===== src/rtl/wb_sram_bridge_if.sv =====
// Bus bundle between a block fetch/store master and the SRAM bridge.
// Signal names are taken from the slave's point of view (_i into the bridge).
interface wb_sram_bridge_if #(
  parameter int ABITS = 9,
  parameter int WIDTH = 32
);
  localparam int BYTES = WIDTH / 8;

  logic             cyc_i;
  logic             stb_i;
  logic             we_i;
  logic [ABITS-1:0] adr_i;
  logic [BYTES-1:0] sel_i;
  logic [WIDTH-1:0] dat_i;
  logic             ack_o;
  logic             wat_o;
  logic             rty_o;
  logic             err_o;
  logic [WIDTH-1:0] dat_o;

  modport slave (
    input  cyc_i, stb_i, we_i, adr_i, sel_i, dat_i,
    output ack_o, wat_o, rty_o, err_o, dat_o
  );

  modport master (
    output cyc_i, stb_i, we_i, adr_i, sel_i, dat_i,
    input  ack_o, wat_o, rty_o, err_o, dat_o
  );
endinterface


===== src/rtl/wb_sram_bridge.sv =====
// Wishbone-like slave that drives one port of a synchronous block SRAM.
// Requests are forwarded combinationally so the SRAM samples them on the
// accepting edge; a TICKS-deep shift register times the acknowledge so it
// lines up with the SRAM's registered read data.
module wb_sram_bridge #(
  parameter int ABITS = 9,
  parameter int WIDTH = 32,
  parameter int USEBE = 1,
  parameter int PIPED = 1,
  parameter int TICKS = 1,
  parameter int DELAY = 3,
  localparam int BYTES = WIDTH / 8
) (
  input  logic             clk_i,
  input  logic             rst_i,
  wb_sram_bridge_if.slave  bus,
  output logic             sram_ce_o,
  output logic             sram_we_o,
  output logic [ABITS-1:0] sram_adr_o,
  output logic [BYTES-1:0] sram_bes_o,
  input  logic [WIDTH-1:0] sram_dat_i,
  output logic [WIDTH-1:0] sram_dat_o
);

  // Reject parameter sets the hardware cannot honour. DELAY only describes
  // clock-to-output timing for behavioural models, so only its sign matters.
  if (TICKS < 1 || TICKS > 3 || (WIDTH % 8) != 0 || DELAY < 0) begin : g_param_check
    $error("wb_sram_bridge: illegal parameter set");
  end

  typedef enum logic {
    ST_IDLE = 1'b0,
    ST_BUSY = 1'b1
  } state_t;

  state_t           r_state;
  state_t           w_state_nxt;
  logic [TICKS-1:0] r_ack_sr;

  logic             w_busy;
  logic             w_wat;
  logic             w_acc;
  logic             w_ack;
  logic             w_wr;
  logic [BYTES-1:0] w_lane_mask;

  // Classic mode stalls a new strobe while one request is in flight;
  // pipelined mode never stalls.
  assign w_busy = (r_state == ST_BUSY);
  assign w_wat  = (PIPED != 0) ? 1'b0 : (w_busy & bus.cyc_i & bus.stb_i);

  // Reset suppresses acceptance so the SRAM is never enabled during reset.
  assign w_acc  = bus.cyc_i & bus.stb_i & ~w_wat & ~rst_i;
  assign w_wr   = w_acc & bus.we_i;

  // Dropping cyc_i abandons the cycle: any ack still in flight is hidden.
  assign w_ack  = r_ack_sr[TICKS-1] & bus.cyc_i;

  assign w_lane_mask = (USEBE != 0) ? bus.sel_i : {BYTES{1'b1}};

  // ---- stage 0: SRAM request, sampled by the SRAM on the accepting edge
  assign sram_ce_o  = w_acc;
  assign sram_we_o  = w_wr;
  assign sram_adr_o = bus.adr_i;
  assign sram_dat_o = bus.dat_i;
  assign sram_bes_o = {BYTES{w_wr}} & w_lane_mask;

  // ---- stages 1..TICKS: ack travels alongside the SRAM read pipeline
  // Ack delay line; cleared on reset or when the master drops the cycle.
  always_ff @(posedge clk_i) begin
    if (rst_i || !bus.cyc_i) begin
      r_ack_sr <= '0;
    end else begin
      r_ack_sr[0] <= w_acc;
      for (int i = 1; i < TICKS; i++) begin
        r_ack_sr[i] <= r_ack_sr[i-1];
      end
    end
  end

  // Outstanding-request state register.
  always_ff @(posedge clk_i) begin
    if (rst_i) begin
      r_state <= ST_IDLE;
    end else begin
      r_state <= w_state_nxt;
    end
  end

  // Busy tracking: enter on accept in classic mode, leave on the ack. Leaving
  // on a dropped cycle too avoids waiting forever for an ack that was flushed.
  always_comb begin
    w_state_nxt = r_state;
    case (r_state)
      ST_IDLE: begin
        if (w_acc && (PIPED == 0)) begin
          w_state_nxt = ST_BUSY;
        end
      end
      ST_BUSY: begin
        if (w_ack || !bus.cyc_i) begin
          w_state_nxt = ST_IDLE;
        end
      end
      default: w_state_nxt = ST_IDLE;
    endcase
  end

  // SRAM latency already aligns read data with the ack, so data passes through.
  assign bus.dat_o = sram_dat_i;
  assign bus.ack_o = w_ack;
  assign bus.wat_o = w_wat;
  assign bus.rty_o = 1'b0;
  assign bus.err_o = 1'b0;

endmodule


===== src/flat_wrapper.sv =====
// flat-port wrapper written by rule: the top's interface ports become plain ports
module wb_sram_bridge_flat 
#(
  parameter int ABITS = 9,
  parameter int WIDTH = 32,
  parameter int USEBE = 1,
  parameter int PIPED = 1,
  parameter int TICKS = 1,
  parameter int DELAY = 3,
  localparam int BYTES = WIDTH / 8
)
  (clk_i, rst_i, sram_ce_o, sram_we_o, sram_adr_o, sram_bes_o, sram_dat_i, sram_dat_o, bus_cyc_i, bus_stb_i, bus_we_i, bus_adr_i, bus_sel_i, bus_dat_i, bus_ack_o, bus_wat_o, bus_rty_o, bus_err_o, bus_dat_o);
  wb_sram_bridge_if #(.ABITS(ABITS), .WIDTH(WIDTH)) bus_i ();
  input  logic clk_i;
  input  logic rst_i;
  output logic sram_ce_o;
  output logic sram_we_o;
  output logic [ABITS-1:0] sram_adr_o;
  output logic [BYTES-1:0] sram_bes_o;
  input  logic [WIDTH-1:0] sram_dat_i;
  output logic [WIDTH-1:0] sram_dat_o;
  input wire logic [$bits(bus_i.cyc_i)-1:0] bus_cyc_i;
  input wire logic [$bits(bus_i.stb_i)-1:0] bus_stb_i;
  input wire logic [$bits(bus_i.we_i)-1:0] bus_we_i;
  input wire logic [$bits(bus_i.adr_i)-1:0] bus_adr_i;
  input wire logic [$bits(bus_i.sel_i)-1:0] bus_sel_i;
  input wire logic [$bits(bus_i.dat_i)-1:0] bus_dat_i;
  output wire logic [$bits(bus_i.ack_o)-1:0] bus_ack_o;
  output wire logic [$bits(bus_i.wat_o)-1:0] bus_wat_o;
  output wire logic [$bits(bus_i.rty_o)-1:0] bus_rty_o;
  output wire logic [$bits(bus_i.err_o)-1:0] bus_err_o;
  output wire logic [$bits(bus_i.dat_o)-1:0] bus_dat_o;
  assign bus_i.cyc_i = bus_cyc_i;
  assign bus_i.stb_i = bus_stb_i;
  assign bus_i.we_i = bus_we_i;
  assign bus_i.adr_i = bus_adr_i;
  assign bus_i.sel_i = bus_sel_i;
  assign bus_i.dat_i = bus_dat_i;
  assign bus_ack_o = bus_i.ack_o;
  assign bus_wat_o = bus_i.wat_o;
  assign bus_rty_o = bus_i.rty_o;
  assign bus_err_o = bus_i.err_o;
  assign bus_dat_o = bus_i.dat_o;
  wb_sram_bridge #(.ABITS(ABITS), .WIDTH(WIDTH), .USEBE(USEBE), .PIPED(PIPED), .TICKS(TICKS), .DELAY(DELAY)) u_core (.clk_i(clk_i), .rst_i(rst_i), .bus(bus_i), .sram_ce_o(sram_ce_o), .sram_we_o(sram_we_o), .sram_adr_o(sram_adr_o), .sram_bes_o(sram_bes_o), .sram_dat_i(sram_dat_i), .sram_dat_o(sram_dat_o));
endmodule

===== config.mk =====
export PLATFORM = sky130hd
export DESIGN_NAME = wb_sram_bridge_flat
export DESIGN_NICKNAME = d
export VERILOG_FILES = /design/src/rtl/wb_sram_bridge_if.sv /design/src/rtl/wb_sram_bridge.sv /design/src/flat_wrapper.sv
export SDC_FILE = /design/constraint.sdc
export NUM_CORES = 1
export LEC_CHECK = 0
export ABC_AREA = 1
export CAP_MARGIN = 0
export CORE_AREA = 2 2 64 66
export CTS_CLUSTER_DIAMETER = 30
export DETAILED_ROUTE_END_ITERATION = 16
export DIE_AREA = 0 0 66 68
export PLACE_DENSITY = 0.86
export REMOVE_ABC_BUFFERS = 1
export SETUP_SLACK_MARGIN = 0.5
export SYNTH_ARGS = -nofsm -noshare
export SYNTH_HDL_FRONTEND = slang
export SYNTH_SLANG_ARGS = --single-unit

===== constraint.sdc =====
create_clock -name clk_i -period 1.1 [get_ports clk_i]
set_input_delay 0.33 -clock clk_i [delete_from_list [all_inputs] [get_ports clk_i]]
set_output_delay 0.33 -clock clk_i [all_outputs]
set_load 0.02 [all_outputs]

==> results.json, run 1 <==
{
  "combPwrFrac_pct": 67.7,
  "firstDrtPassIters": 2,
  "fin_setup_tns_ns": -0.514,
  "synth_warnings": 0,
  "fin_nets": 121,
  "start_util_pct": 17.2,
  "finalCritPeriodShare_pct": 110,
  "synthCells": 94,
  "top_register": "u_core.r_ack_sr",
  "largest_register_ffs": 1,
  "ys_seq_area_share_pct": 3.02,
  "outcome": "complete, but fails checks",
  "finalWorstPathRequiredPeriod_ns": 1.22,
  "core_area_mm2": 0.00386,
  "violations": "negative setup slack",
  "dieArea_mm2": 0.00449,
  "hold_class": "input port to flip-flop",
  "swShare_pct": 34.8,
  "synth-seq-cells": 1,
  "reg_top3": "u_core.r_ack_sr: 1 flops",
  "crit_type": "input port to primary output",
  "diodes": 0,
  "arrival_ns": 0.89,
  "final_hold_viol_count": 0,
  "mostFrequentLayoutCells": "buf_4 (7), inv_1 (5), dlygate4sd2_1 (4)",
  "p_sw_mw": 0.0421,
  "viasPerCell": 4.01,
  "seqPwrFrac_pct": 32.3,
  "synth.area.top_cells": "buf_4 (86%), inv_1 (4.0%), nor2_1 (3.4%), dfxtp_1 (3.0%), nand4_2 (1.9%)",
  "fmax_mhz": 823,
  "postCtsHoldBufs": 0,
  "grt_pass1_wl_um": 6240,
  "critPathMaxFanout": 5,
  "drcViolationCount": 0,
  "finalWeightedCongestion": 0.921,
  "ant_nets": 0,
  "yosysTopAreaCell": "buf_4",
  "rows": 23,
  "grt_max_degree": 6,
  "powerDensity_mw_per_mm2": 350,
  "post_cts_buffers": 0,
  "path_clk_slew_ns": 0,
  "routed_wl_um": 5960,
  "layout_commonest_cell": "buf_4",
  "area_growth_pct": -47.9,
  "wl_per_cell_um": 68.6,
  "overflow": 0,
  "syn_avg_cell_area_um2": 7.05,
  "grt_usage_pct": 24.6,
  "power_frac_clock_pct": 0,
  "leakage_nw": 0.175,
  "crit_path_start_kind": "input port",
  "cellInternalPower_mw": 0.0787,
  "setup_slack_ns": -0.115,
  "dr_total_vias": 349,
  "worstSetupEndpointType": "primary output",
  "io_buffers": 15,
  "drive_above_1_share_pct": 54.1,
  "slew_viol_final": 0,
  "antenna_found_initial": 0,
  "first_iter_violations": 4,
  "fin_hold_ws_ns": 0.589,
  "required_ns": 0.77,
  "rsz0062_at_grt": "yes",
  "setup_viol": 6,
  "ir_drop_mv": 0.218,
  "fp.dieH_um": 68,
  "die_x_um": 66,
  "netlist_area_um2": 663,
  "io_pins": 165,
  "cap_viol_max_count": 0,
  "grt_pass1_vias": 261,
  "synth_top_area_share_pct": 86.0,
  "yosys.cell_types.count": 7,
  "hpwl_um": 5880
}
[synthesized netlist by cell type, drive strengths merged]
library cell	n
buf	76
conb	1
dfxtp	1
inv	7
nand2	2
nand4	1
nor2	6
[worst paths after layout]
kind	from	endpoint	slack [ns]	cells after the start
min	rst_i	u_core.r_ack_sr$_SDFF_PP0_	0.59	3
max	rst_i	sram_bes_o[3]	-0.12	5
[logic make-up after synthesis]
family	Yosys count	synth area share, %
buffers and inverters	83	90.0
DFF	1	3.02
other	1	0.565
and+or+nand+nor	9	6.41
[routing by layer]
| metal | up-vias | wire, um | GRT usage [%] |
|---|---|---|---|
| met5 | - | 0 | 0 |
| met2 | 130 | 3950 | 60.9 |
| met3 | 12 | 1610 | 31.4 |
| li1 | 84 | - | - |
| met4 | 0 | 116 | 3.83 |
| met1 | 123 | 286 | 2.25 |
[power by group through the flow]
| stage | Sequential [mW] | Combinational [mW] | Clock, mW |
|---|---|---|---|
| after floorplan | 0.0387 | 0.0262 | 0 |
| after global placement | 0.0388 | 0.0751 | 0 |
| after detailed placement | 0.0388 | 0.0763 | 0 |
| after CTS | 0.0391 | 0.0760 | 0 |
| after global routing | 0.0391 | 0.0882 | 0 |
| final | 0.0391 | 0.0817 | 0 |
[metrics by stage]
step                      cell area (um2)  total power [mW]  std cells  worst slack [ns]  util (%)
after floorplan                       100            0.0649         20           -0.0219         -
after global placement                328             0.114         87            -0.975      8.50
after detailed placement              328             0.115         87             -1.00      8.50
after CTS                             323             0.115         87            -0.112      8.37
after global routing                  345             0.127         87            -0.147      8.96
final                                 345             0.121         87            -0.115      8.96
[worst max-delay path, cell delays in order]
cell and delay, ns:
buf_8 0.10, inv_4 0.04, nand4_4 0.13, nor2_1 0.13
buf_4 0.15
[layout make-up]
cell class,count,area [um2]
fill,467,3510
inverter,7,28.8
multi-input combinational,12,77.6
sequential,1,20.0
tap,50,62.6
timing repair buffer,17,156
[repair_timing]
item | CTS | global route
pin swaps | 5 | 5
gates cloned | 0 | 0
gates resized for setup | 65 | 7
setup endpoints to repair | 81 | 81
Power figures use the tool's default switching activity.
==> inputs of run 2 (changes only) <==
SLEW_MARGIN = 20   (was not set)
==> results of run 2 <==
Final layout, timing and power as in run 1 (identical DEF).
